**config.mk**
```make
export PLATFORM = sky130hd
export DESIGN_NAME = irq_scheduler
export DESIGN_NICKNAME = d
export VERILOG_FILES = /design/src/rtl/irq_scheduler.sv
export SDC_FILE = /design/constraint.sdc
export NUM_CORES = 1
export LEC_CHECK = 0
export ABC_CLOCK_PERIOD_IN_PS = 3260
export CORE_MARGIN = 4
export CORE_UTILIZATION = 50
export DETAILED_ROUTE_END_ITERATION = 7
export PLACE_DENSITY_LB_ADDON = 0.1
export SETUP_SLACK_MARGIN = 0.15
export SLEW_MARGIN = 20
export SYNTH_ARGS = -nofsm -noshare
export SYNTH_HDL_FRONTEND = slang
export SYNTH_SLANG_ARGS = --single-unit
```
**constraint.sdc**
```tcl
create_clock -name clk -period 3.26 [get_ports clk]
set_input_delay 0.652 -clock clk [delete_from_list [all_inputs] [get_ports clk]]
set_output_delay 0.652 -clock clk [all_outputs]
set_load 0.03 [all_outputs]
```
**src/rtl/irq_scheduler.sv**
```systemverilog
// Machine-level interrupt scheduler: owns mtime/mtimecmp, latches external edges, arbitrates and sequences one interrupt at a time.
// Latency: interrupt code registered one edge after its condition; backpressure: the code is held in REQ until taken or withdrawn.
module irq_scheduler #(
    parameter int N_EXT = 4,
    parameter int ID_W  = 2
) (
    input  logic             clk,
    input  logic             rst,
    input  logic             cfg_we,
    input  logic [1:0]       cfg_addr,
    input  logic [31:0]      cfg_wdata,
    output logic [31:0]      cfg_rdata,
    input  logic [N_EXT-1:0] ext_irq,
    input  logic             irq_taken,
    input  logic             is_mret,
    output logic [3:0]       interrupt,
    output logic [ID_W-1:0]  ext_id,
    output logic             busy
);

    typedef enum logic [1:0] {IDLE, REQ, SERVICE} state_t;

    state_t           state, state_nx;
    logic [31:0]      mtime, mtimecmp;
    logic [N_EXT-1:0] ext_en, ext_pend, ext_irq_q;
    logic [N_EXT-1:0] rise, w1c, take_clr, id_mask;
    logic [3:0]       int_nx;
    logic [ID_W-1:0]  id_nx, low_id;
    logic             timer_pend, withdraw;

    assign timer_pend = (mtime >= mtimecmp);
    assign rise       = ext_irq & ~ext_irq_q & ext_en;
    assign w1c        = (cfg_we && cfg_addr == 2'd3) ? cfg_wdata[N_EXT-1:0] : '0;

    always_comb begin
        cfg_rdata = 32'd0;
        case (cfg_addr)
            2'd0:    cfg_rdata = mtimecmp;
            2'd1:    cfg_rdata = mtime;
            2'd2:    cfg_rdata = {{(32-N_EXT){1'b0}}, ext_en};
            default: cfg_rdata = {{(32-N_EXT){1'b0}}, ext_pend};
        endcase
    end

    // One-hot of the claimed source and lowest-index pending source.
    always_comb begin
        id_mask = '0;
        low_id  = '0;
        for (int i = 0; i < N_EXT; i++) begin
            id_mask[i] = (ext_id == ID_W'(i));
        end
        for (int i = N_EXT - 1; i >= 0; i--) begin
            if (ext_pend[i]) low_id = ID_W'(i);
        end
    end

    assign withdraw = (interrupt == 4'd1 && !timer_pend) ||
                      (interrupt == 4'd2 && !(|(ext_pend & id_mask)));

    always_comb begin
        state_nx = state;
        int_nx   = interrupt;
        id_nx    = ext_id;
        take_clr = '0;
        case (state)
            IDLE: begin
                if (timer_pend) begin
                    state_nx = REQ;
                    int_nx   = 4'd1;
                end else if (|ext_pend) begin
                    state_nx = REQ;
                    int_nx   = 4'd2;
                    id_nx    = low_id;
                end else begin
                    int_nx   = 4'd0;
                end
            end
            REQ: begin
                // Taking wins over a same-cycle withdraw.
                if (irq_taken) begin
                    state_nx = SERVICE;
                    int_nx   = 4'd0;
                    if (interrupt == 4'd2) take_clr = id_mask;
                end else if (withdraw) begin
                    state_nx = IDLE;
                    int_nx   = 4'd0;
                end
            end
            SERVICE: begin
                int_nx = 4'd0;
                if (is_mret) state_nx = IDLE;
            end
            default: begin
                state_nx = IDLE;
                int_nx   = 4'd0;
            end
        endcase
    end

    always_ff @(posedge clk) begin
        if (!rst) begin
            mtime     <= 32'd0;
            mtimecmp  <= 32'hFFFF_FFFF;
            ext_en    <= '0;
            ext_pend  <= '0;
            ext_irq_q <= '0;
            state     <= IDLE;
            interrupt <= 4'd0;
            ext_id    <= '0;
            busy      <= 1'b0;
        end else begin
            mtime     <= (cfg_we && cfg_addr == 2'd1) ? cfg_wdata : mtime + 32'd1;
            if (cfg_we && cfg_addr == 2'd0) mtimecmp <= cfg_wdata;
            if (cfg_we && cfg_addr == 2'd2) ext_en <= cfg_wdata[N_EXT-1:0];
            // New rising edges beat both the take-clear and the software clear.
            ext_pend  <= (ext_pend & ~w1c & ~take_clr) | rise;
            ext_irq_q <= ext_irq;
            state     <= state_nx;
            interrupt <= int_nx;
            ext_id    <= id_nx;
            busy      <= (state_nx != IDLE);
        end
    end

endmodule

```
After elaboration in Yosys (flattened, before gate mapping):

Index checks and enable logic that the tools add are counted.

* add/sub/neg operators: 1
* $lt $le $gt $ge: 1
* equality and inequality tests: 11
* mux-type cells: 21
* bitwise operators: 10
* reductions and logical operators: 16

Operators by type and width (count)
* 32-bit case mux with 3 select lines: 1
* 32-bit by 1-bit adder with 32-bit output (second input constant): 1
* 32-bit >= comparator: 1
* 32-bit 2-to-1 mux: 1
* 4-bit 2-to-1 mux: 6
* 2-bit 2-to-1 mux: 11
* 4-bit AND: 5
* 4-bit inverter: 3
* 2-bit == test (second input constant): 5
* 4-bit case mux with 2 select lines: 1
* 4-bit OR reduction: 2
* 2-bit by 1-bit == test with 1-bit output (second input constant): 3
* 1-bit logical AND: 6
* 2-bit zero test: 3
* 2-bit case mux with 3 select lines: 1
* 4-bit by 1-bit == test with 1-bit output (second input constant): 1
* 4-bit by 2-bit == test with 1-bit output (second input constant): 1
* 4-bit OR: 1
* 3-bit inequality test (second input constant): 1
* 3-bit AND reduction: 1
* 1-bit zero test: 2
* 2-bit nonzero test: 1
* 1-bit logical OR: 1
* 1-bit inverter: 1

* bits in registers: 85
* input bits: 43
* output and inout port bits: 39
* word-level logic and storage cells: 69

Longest topological paths before layout:

Gate-level depths: netlist of run 1.

* depth after elaboration: 10
* depth in mapped cells: 8
* mapped depth without buffers: 8

Least setup slack after synthesis of run 1:

Ideal clock, no wire load.

* path kind: input-to-output
* start point: input cfg_addr[0]
* end point: output cfg_rdata[24]
* data arrival time: 2.121 ns
* required time: 2.608 ns
* slack: 0.487 ns
* stages on the path: 5
* buffers on the path: 3
* cells stage by stage: buf_2 buf_1 buf_2 mux2i_1 nor2_1

* longest elaborated chain between the ends: 2
* elaborated cells on any way between the ends: 4
* those cells by class: 2 x eq/ne; 1 x mux; 1 x reduce/logical

RTL lines
* start, declared: RTL line 10 `input logic [1:0] cfg_addr,`
* 2-bit == test (tied with other cells): RTL line 37 `case (cfg_addr)`
* 32-bit case mux with 3 select lines *: RTL line 37
* end, declared: RTL line 12 `output logic [31:0] cfg_rdata,`

Mark *: on every way between the ends. The rest lies on a longest branch, timed or not.

Final worst setup path of run 1:

* start point: input cfg_addr[1]
* end point: output cfg_rdata[2]

Same word-level chain as after synthesis.

==> results of run 1 <==
## metal layers
metal,up-vias,track usage (%),part of all wire (%)
met5,-,0,0
met3,12,3.311,4.8
met1,1993,28.81,46
met4,0,7.671,1.4
met2,97,35.52,48
li1,2154,-,-
## final cells by class
cell class	count	share of cell area (%)
well taps	129	2.746
flip-flops and latches	83	28.27
multi-input cells	418	49.40
inverters	39	2.490
clock inverters	4	1.682
clock buffers	12	2.299
repair buffers	88	13.11
## logic make-up after synthesis
group | Yosys count | share of synthesized area, %
and+or+nand+nor | 197 | 19.97
AOI/OAI and AO/OA | 115 | 15.62
DFF | 83 | 34.01
buffers and inverters | 73 | 6.735
muxes | 41 | 9.757
adders and majority gates | 33 | 8.451
xor gates and xnor gates | 30 | 5.378
other | 1 | 0.07675
## power groups by stage
| stage | logic (mW) | registers, mW | clock network (mW) |
|---|---|---|---|
| final | 0.433 | 1.12 | 0.886 |
| after global routing | 0.479 | 1.12 | 0.943 |
| after CTS | 0.437 | 1.12 | 0.901 |
| after detailed placement | 0.435 | 1.14 | 0 |
| after global placement | 0.427 | 1.14 | 0 |
| after floorplan | 0.278 | 1.13 | 0 |
## worst max-delay path, delay by kind of cell
kind	cells	cell delay [ns]
buffers and inverters	2	1.14
muxes	1	0.33
## cell usage in the layout, fill, tap and decap left out, types with 6 or more instances in the layout
master / count
dfxtp_1: 83
nor2_1: 67
nand2_1: 55
clkdlybuf4s50_1: 46
buf_4: 40
inv_1: 39
mux2i_1: 36
ha_1: 33
o211ai_1: 32
a21oi_1: 29
o21ai_0: 19
a211oi_1: 18
nand3_1: 17
xnor2_1: 15
xor2_1: 15
clkbuf_8: 9
nand4_1: 8
nor2b_1: 6
and2_1: 6
## flip-flops by register name (all words and copies together), names as in the netlist
signal,count
ext_irq_q,4
state,2
ext_en,4
ext_pend,4
mtime,32
interrupt,2
ext_id,2
mtimecmp,32
busy,1
## final timing paths
| path | cells after the start | slack (ns) | endpoint | from |
|---|---|---|---|---|
| worst min-delay path | 2 | 0.49 | ext_pend[1] | ext_irq_q[1] |
| worst max register to register | 7 | 0.83 | ext_id[0] | mtime[19] |
| worst max-delay path | 3 | 0.48 | cfg_rdata[2] | cfg_addr[1] |
| worst min register to register | 2 | 0.49 | ext_pend[1] | ext_irq_q[1] |
==> flow_summary_export.csv, run 1 <==
group,metric,value,unit
status,outcome,"complete, no violations",
yosys,synth_cell_types,53,
timing,rsz0062_at_grt,"false",
yosys,avgSynthCellArea,8.527,µm²
timing,clock_skew,0.01800,ns
timing,slew_headroom,55.16,%
power_and_ir_drop,p_int,1.769,mW
critical_path,max_stage_delay,0.64,ns
floorplanning,rows,35,
yosys,synth-edff-count,0,
floorplanning,pin_count,82,
clock_tree,clockBufferDepth,2,
timing,fmax,360.2,MHz
clock_tree,root_buffer,"clkbuf_8",
final_layout,final_util,62.72,%
final_layout,nets,715,
critical_path,crit_path_end_kind,"primary output",
yosys,ys_warn_count,0,
flow_run,cap_violations,0,
yosys,synth.top_cells.by_count,"dfxtp_1, nor2_1, nand2_1, inv_1, mux2i_1",
timing,setup_slack,0.4835,ns
clock_tree,post_cts_buffers,0,
detailed_routing,first_pass_iters,4,
detailed_routing,avgRoutedWirePerCell,15.41,µm
power_and_ir_drop,switching_share,27.36,%
critical_path,crit_arrival,2.12,ns
place,pre_cts_ws,0.4845,ns
clock_tree,cts_tree,"done",
yosys,yosysTopAreaCell,"dfxtp_1",
global_route,grt_usage,21.60,%
yosys,synth_ff_type,"dfxtp_1",
yosys,synth.most_common_cell,"dfxtp_1",
yosys,async_flop_share,0,%
final_layout,final-seq-area,1662,µm²
timing,setup_viol,0,
floorplanning,die-area,11420,µm²
timing,finalHoldViolations,0,
critical_path,critPathKind,"in -> out",
critical_path,worstSetupStartpointType,"input pin",
critical_path,cpMaxStageDelayCell,"clkdlybuf4s50_1",
final_layout,antenna_cells,0,
place,placed_cell_area,5644,µm²
final_layout,syn2layout_area_growth,20.31,%
timing,fin_setup_tns,0,ns
min_path,hp-class,"reg -> reg",
clock_tree,holdBufCountCts,0,
yosys,synth_seq_cells,83,
place,placedCellCount,757,
power_and_ir_drop,p_sw,0.6665,mW
floorplanning,fp.dieH,106.9,µm
final_layout,multiInputGateArea,2904,µm²
detailed_routing,avgViaCountPerCell,5.506,
yosys,synth_top_area_share,34.01,%
place,io_buffer_count,79,
floorplanning,start_util,52.14,%
floorplanning,die_width,106.9,µm
detailed_routing,initialDrtViolationCount,193,
critical_path,crit_path_max_fanout,2,
critical_path,crit_required,2.61,ns
clock_tree,clk_pin_slew_worst_paths,0.08,ns
clock_tree,cts_buffers,9,
global_route,grt_first_pass_wirelength,20.07,mm
clock_tree,insertion_delay,0.36,ns
timing,min_period_over_period,85.17,%
global_route,antenna_found_initial,0,
timing,hold_ws,0.4932,ns
power_and_ir_drop,clkPwrFrac,36.4,%
yosys,synthesis.instances,573,
global_route,grt_max_degree,45,
power_and_ir_drop,ir_worst_vdd,0.2793,mV
final_layout,drive_gt1_share,11.49,%
final_layout,finish.instance_area,5878,µm²
yosys,yosysSeqAreaShare,34.01,%
yosys,synth_area,4886,µm²
floorplanning,coreArea,9371,µm²
detailed_routing,vias,4256,
detailed_routing,antenna_left,0,
final_layout,filler_cell_count,892,
clock_tree,cts_max_level,3,
timing,period_needed,2.777,ns
power_and_ir_drop,pwr-share-seq,45.8,%
timing,drv_slew,0,
place,dp_hpwl,8.604,mm
final_layout,final_cells,773,
power_and_ir_drop,combPwrFrac,17.8,%
power_and_ir_drop,p_total,2.436,mW
yosys,synthTopCellsByArea,"dfxtp_1, ha_1, mux2i_1, nor2_1, o211ai_1",
clock_tree,ctsResizeCount,0,
global_route,overflow,0,
clock_tree,cts.sink_count,83,
power_and_ir_drop,p_per_area,414.4,nW/µm²
critical_path,crit_top_cell,"clkdlybuf4s50_1",
power_and_ir_drop,power.leakage,2.626,nW
global_route,grt_pass1_vias,4121,
timing,worst_pin_slew,0.6664,ns
detailed_routing,drcViolationCount,0,
place,globalplace.congestion,0.8770,
critical_path,cp_cell_sequence,"clkdlybuf4s50_1 > mux4_1 > clkdlybuf4s50_1",
detailed_routing,wirelength,11.91,mm
Power figures use the tool's default switching activity.
==> run 2, diff against run 1 <==
--- a/config.mk
+++ b/config.mk
@@ -6,12 +6,13 @@
 export NUM_CORES = 1
 export LEC_CHECK = 0
 export ABC_CLOCK_PERIOD_IN_PS = 3260
+export CORE_ASPECT_RATIO = 0.75
 export CORE_MARGIN = 4
 export CORE_UTILIZATION = 50
 export DETAILED_ROUTE_END_ITERATION = 7
 export PLACE_DENSITY_LB_ADDON = 0.1
 export SETUP_SLACK_MARGIN = 0.15
-export SLEW_MARGIN = 20
+export SLEW_MARGIN = 40
 export SYNTH_ARGS = -nofsm -noshare
 export SYNTH_HDL_FRONTEND = slang
 export SYNTH_SLANG_ARGS = --single-unit
==> flow_summary_export.csv, run 2 (synthesized netlist as in run 1, its figures left out) <==
group,metric,value,unit
status,outcome,"complete, no violations",
clock_tree,root_buffer,"clkbuf_16",
clock_tree,cts_tree,"done",
critical_path,worstReg2RegEnd,"ext_id[0]",
timing,drv_slew,0,
global_route,overflow,0,
timing,fin_setup_tns,0,ns
clock_tree,cts_buffers,9,
detailed_routing,wirelength,12.96,mm
clock_tree,cts_max_level,3,
clock_tree,ctsResizeCount,0,
critical_path,crit_end,"cfg_rdata[2]",
critical_path,crit_path_max_fanout,16,
final_layout,drive_gt1_share,12.07,%
global_route,antenna_found_initial,0,
detailed_routing,drcViolationCount,0,
timing,fmax,386.7,MHz
final_layout,final_common_cell,"dfxtp_1",
detailed_routing,first_pass_iters,5,
floorplanning,die-area,11430,µm²
detailed_routing,avgViaCountPerCell,5.602,
power_and_ir_drop,power.leakage,2.681,nW
timing,worst_pin_slew,0.6573,ns
critical_path,reg2reg_depth,6,
clock_tree,insertion_delay,0.34,ns
global_route,grt_first_pass_wirelength,21.27,mm
power_and_ir_drop,p_total,2.643,mW
place,io_buffer_count,79,
detailed_routing,initialDrtViolationCount,347,
critical_path,crit_arrival,1.93,ns
timing,finalHoldViolations,0,
critical_path,crit_required,2.61,ns
clock_tree,cts.sink_count,83,
power_and_ir_drop,ir_worst_vdd,0.3175,mV
timing,period_needed,2.586,ns
final_layout,layout_common_cells,"dfxtp_1, nor2_1, nand2_1",
critical_path,rrSetupSlack,0.83,ns
flow_run,cap_violations,0,
place,globalplace.congestion,0.8472,
critical_path,worstSetupStartpointType,"input pin",
critical_path,critPathKind,"in -> out",
place,dp_hpwl,9.373,mm
global_route,grt_pass1_vias,4263,
final_layout,nets,717,
floorplanning,rows,30,
floorplanning,pin_count,82,
timing,rsz0062_at_grt,"false",
global_route,grt_max_degree,43,
power_and_ir_drop,p_per_area,441.2,nW/µm²
floorplanning,start_util,52.70,%
critical_path,r2r_start,"mtime[23]",
critical_path,crit_start,"cfg_addr[0]",
timing,min_period_over_period,79.32,%
detailed_routing,vias,4336,
floorplanning,fp.dieH,93.61,µm
timing,clock_skew,0.006109,ns
final_layout,top_regs,"mtime (32), mtimecmp (32)",
critical_path,crit_path_end_kind,"primary output",
floorplanning,coreArea,9271,µm²
final_layout,syn2layout_area_growth,22.61,%
clock_tree,clk_pin_slew_worst_paths,0.06,ns
detailed_routing,avgRoutedWirePerCell,16.74,µm
timing,setup_viol,0,
clock_tree,clockBufferDepth,2,
final_layout,antenna_cells,0,
clock_tree,holdBufCountCts,0,
timing,slew_headroom,55.78,%
min_path,hp-class,"reg -> reg",
floorplanning,die_width,122.1,µm
global_route,grt_usage,23.25,%
clock_tree,post_cts_buffers,0,
detailed_routing,antenna_left,0,
[run 2: layout make-up]
class,instances,area (µm²)
clock buffer,11,232.7
clock inverter,5,77.57
tap,128,160.2
inverter,39,146.4
sequential,83,1662
fill,803,3281
multi-input combinational,418,2904
timing repair buffer,90,808.3
[run 2: metal layers]
layer	share of wire, %	wire (µm)	track usage (%)
met3	4.9	631	4.353
met5	0	0	0
met1	47	6141	32.46
met2	46	6017	37.22
met4	1.3	168	5.592
[run 2: per-stage QoR]
stage	setup WS, ns	util, %	hold WS [ns]	cell area, µm²	instances
after floorplan	0.4870	-	0.4637	4890	574
after global placement	0.6721	61.27	0.4826	5680	758
after detailed placement	0.6617	61.27	0.4916	5680	758
after CTS	0.6516	64.62	0.5062	5991	774
after global routing	0.6331	64.62	0.5380	5991	774
final	0.6742	64.62	0.5050	5991	774
[run 2: worst min path at each step]
stage                             from     endpoint  slack [ns]  cells after the start
after global placement    ext_irq_q[1]  ext_pend[1]        0.48                      2
after CTS                 ext_irq_q[0]  ext_pend[0]        0.51                      2
after floorplan            mtimecmp[0]  mtimecmp[0]        0.46                      2
final                     ext_irq_q[0]  ext_pend[0]        0.51                      2
after detailed placement  ext_irq_q[1]  ext_pend[1]        0.49                      2
after global routing      ext_irq_q[0]  ext_pend[0]        0.54                      2
[run 2: critical path, stage by stage]
cell and delay (ns):
buf_2 0.46, mux4_1 0.64, buf_4 0.19
[run 2: power by group]
group	internal [mW]	switching (mW)	leakage [nW]
registers	1.07	0.0537	0.680
clock network	0.669	0.407	0.150
logic	0.199	0.249	1.85
total	1.93	0.709	2.68
==> run 3, diff against run 2 <==
--- a/config.mk
+++ b/config.mk
@@ -5,7 +5,7 @@
 export SDC_FILE = /design/constraint.sdc
 export NUM_CORES = 1
 export LEC_CHECK = 0
-export ABC_CLOCK_PERIOD_IN_PS = 3260
+export ABC_CLOCK_PERIOD_IN_PS = 2510
 export CORE_ASPECT_RATIO = 0.75
 export CORE_MARGIN = 4
 export CORE_UTILIZATION = 50
==> constraint.sdc (replaced) <==
create_clock -name clk -period 2.51 [get_ports clk]
set_input_delay 0.502 -clock clk [delete_from_list [all_inputs] [get_ports clk]]
set_output_delay 0.502 -clock clk [all_outputs]
set_load 0.03 [all_outputs]
==> flow_summary_export.csv, run 3 (synthesized netlist as in run 1, its figures left out) <==
group,metric,value,unit
floorplanning,coreArea,9271,µm²
timing,setup_slack,0.1995,ns
critical_path,worst_path_dominant_cell_family,"buffers and inverters",
critical_path,crit_path_end_kind,"primary output",
min_path,hp-class,"reg -> reg",
critical_path,crit_end,"cfg_rdata[0]",
global_route,grt_usage,23.88,%
critical_path,path_buf_inv,2,
power_and_ir_drop,power.leakage,2.710,nW
detailed_routing,drcViolationCount,0,
clock_tree,holdBufCountCts,0,
critical_path,critPathKind,"in -> out",
clock_tree,cts_buffers,9,
critical_path,worstSetupStartpointType,"input pin",
final_layout,final_util,66.18,%
critical_path,worstReg2RegEnd,"ext_id[1]",
power_and_ir_drop,pwr-share-seq,42.8,%
global_route,grt_first_pass_wirelength,21.67,mm
final_layout,final_common_cell,"dfxtp_1",
power_and_ir_drop,p_sw,0.9382,mW
clock_tree,insertion_delay,0.34,ns
clock_tree,cts_max_level,3,
floorplanning,rows,30,
place,placedCellCount,766,
timing,fmax,432.8,MHz
clock_tree,cts.sink_count,83,
critical_path,crit_required,2.01,ns
critical_path,rrSetupSlack,0.28,ns
critical_path,crit_start,"cfg_addr[0]",
power_and_ir_drop,p_int,2.450,mW
power_and_ir_drop,switching_share,27.69,%
place,pre_cts_ws,0.1673,ns
power_and_ir_drop,p_per_area,552.2,nW/µm²
detailed_routing,initialDrtViolationCount,263,
critical_path,crit_path_max_fanout,3,
timing,finalHoldViolations,0,
final_layout,syn2layout_area_growth,25.58,%
timing,min_period_over_period,92.05,%
detailed_routing,first_pass_iters,5,
timing,setup_viol,0,
flow_run,cap_violations,0,
timing,rsz0062_at_grt,"false",
floorplanning,die-area,11430,µm²
critical_path,r2r_start,"mtime[22]",
clock_tree,clockBufferDepth,2,
timing,drv_slew,0,
clock_tree,root_buffer,"clkbuf_16",
clock_tree,clk_pin_slew_worst_paths,0.06,ns
global_route,antenna_found_initial,0,
floorplanning,die_width,122.1,µm
floorplanning,pin_count,82,
detailed_routing,vias,4389,
final_layout,layout_common_cells,"dfxtp_1, nand2_1, buf_4",
final_layout,drive_gt1_share,17.25,%
place,dp_hpwl,9.232,mm
critical_path,cp_cell_sequence,"buf_2 > mux4_2 > clkdlybuf4s50_1",
place,io_buffer_count,79,
critical_path,reg2reg_depth,7,
global_route,overflow,0,
timing,fin_setup_tns,0,ns
status,outcome,"complete, no violations",
clock_tree,cts_tree,"done",
timing,clock_skew,0.007346,ns
timing,period_needed,2.310,ns
critical_path,max_stage_delay,0.61,ns
final_layout,final_cells,783,
global_route,grt_max_degree,37,
detailed_routing,avgRoutedWirePerCell,16.61,µm
critical_path,cpMaxStageDelayCell,"clkdlybuf4s50_1",
floorplanning,fp.dieH,93.61,µm
critical_path,crit_arrival,1.81,ns
final_layout,antenna_cells,0,
power_and_ir_drop,ir_worst_vdd,0.3432,mV
detailed_routing,avgViaCountPerCell,5.605,
critical_path,path_depth,3,
power_and_ir_drop,combPwrFrac,18.1,%
place,globalplace.congestion,0.8329,
detailed_routing,wirelength,13.01,mm
final_layout,nets,726,
floorplanning,start_util,52.70,%
detailed_routing,antenna_left,0,
global_route,grt_pass1_vias,4327,
final_layout,top_regs,"mtime (32), mtimecmp (32)",
power_and_ir_drop,clkPwrFrac,39.2,%
[run 3: metal layers]
metal  part of all wire (%)  track usage (%)  wire length, µm  vias up
met5                      0                0                0        -
met4                    1.1            6.244              140        0
met3                    5.9            5.925              763       19
met2                     47            38.60             6104      125
met1                     46            31.93             6001     2069
li1                       -                -                -     2176
[run 3: power by group through the flow]
stage / clock network, mW / logic (mW) / registers (mW)
2_1_floorplan: 0 / 0.374 / 1.47
3_3_place_gp: 0 / 0.587 / 1.47
3_5_place_dp: 0 / 0.599 / 1.48
4_1_cts: 1.34 / 0.605 / 1.45
5_1_grt: 1.40 / 0.676 / 1.46
6_report: 1.33 / 0.612 / 1.45
[run 3: metrics by stage]
| stage | hold slack (ns) | power (mW) | cell area, µm² |
|---|---|---|---|
| floorplan | 0.4637 | 1.839 | 4940 |
| global placement | 0.4837 | 2.059 | 5778 |
| detailed placement | 0.4941 | 2.074 | 5778 |
| CTS | 0.4952 | 3.394 | 6080 |
| global route | 0.5024 | 3.532 | 6136 |
| finish | 0.4976 | 3.388 | 6136 |
[run 3: timing repair]
item | CTS | global route
setup buffers | 0 | 1
pin swaps | 0 | 3
endpoints found under the setup margin | 1 | 6
resized for setup | 1 | 8
[run 3: worst register-to-register path, cell delays in order (launching register included)]
cell      delay (ns)
dfxtp_1         0.43
ha_4            0.24
a21oi_1         0.17
nand2_1         0.08
a221o_1         0.30
a2111o_1        0.44
nor3b_4         0.28
mux2i_1         0.22
[run 3: worst min path at each step]
stage	cells after the start	slack, ns	to	from
floorplan	2	0.46	mtimecmp[0]	mtimecmp[0]
global placement	2	0.48	ext_pend[2]	ext_irq_q[2]
detailed placement	2	0.49	ext_pend[2]	ext_irq_q[2]
CTS	2	0.50	ext_irq_q[1]	rst
global route	2	0.50	ext_irq_q[1]	rst
finish	2	0.50	ext_pend[2]	ext_irq_q[2]
[run 3: final cells by class]
type	count	area, µm²
Sequential cell	83	1663
Fill cell	815	3136
Timing Repair Buffer	99	863.3
Tap cell	128	160.2
Clock inverter	5	52.55
Multi-Input combinational cell	418	3008
Clock buffer	11	242.7
Inverter	39	146.4
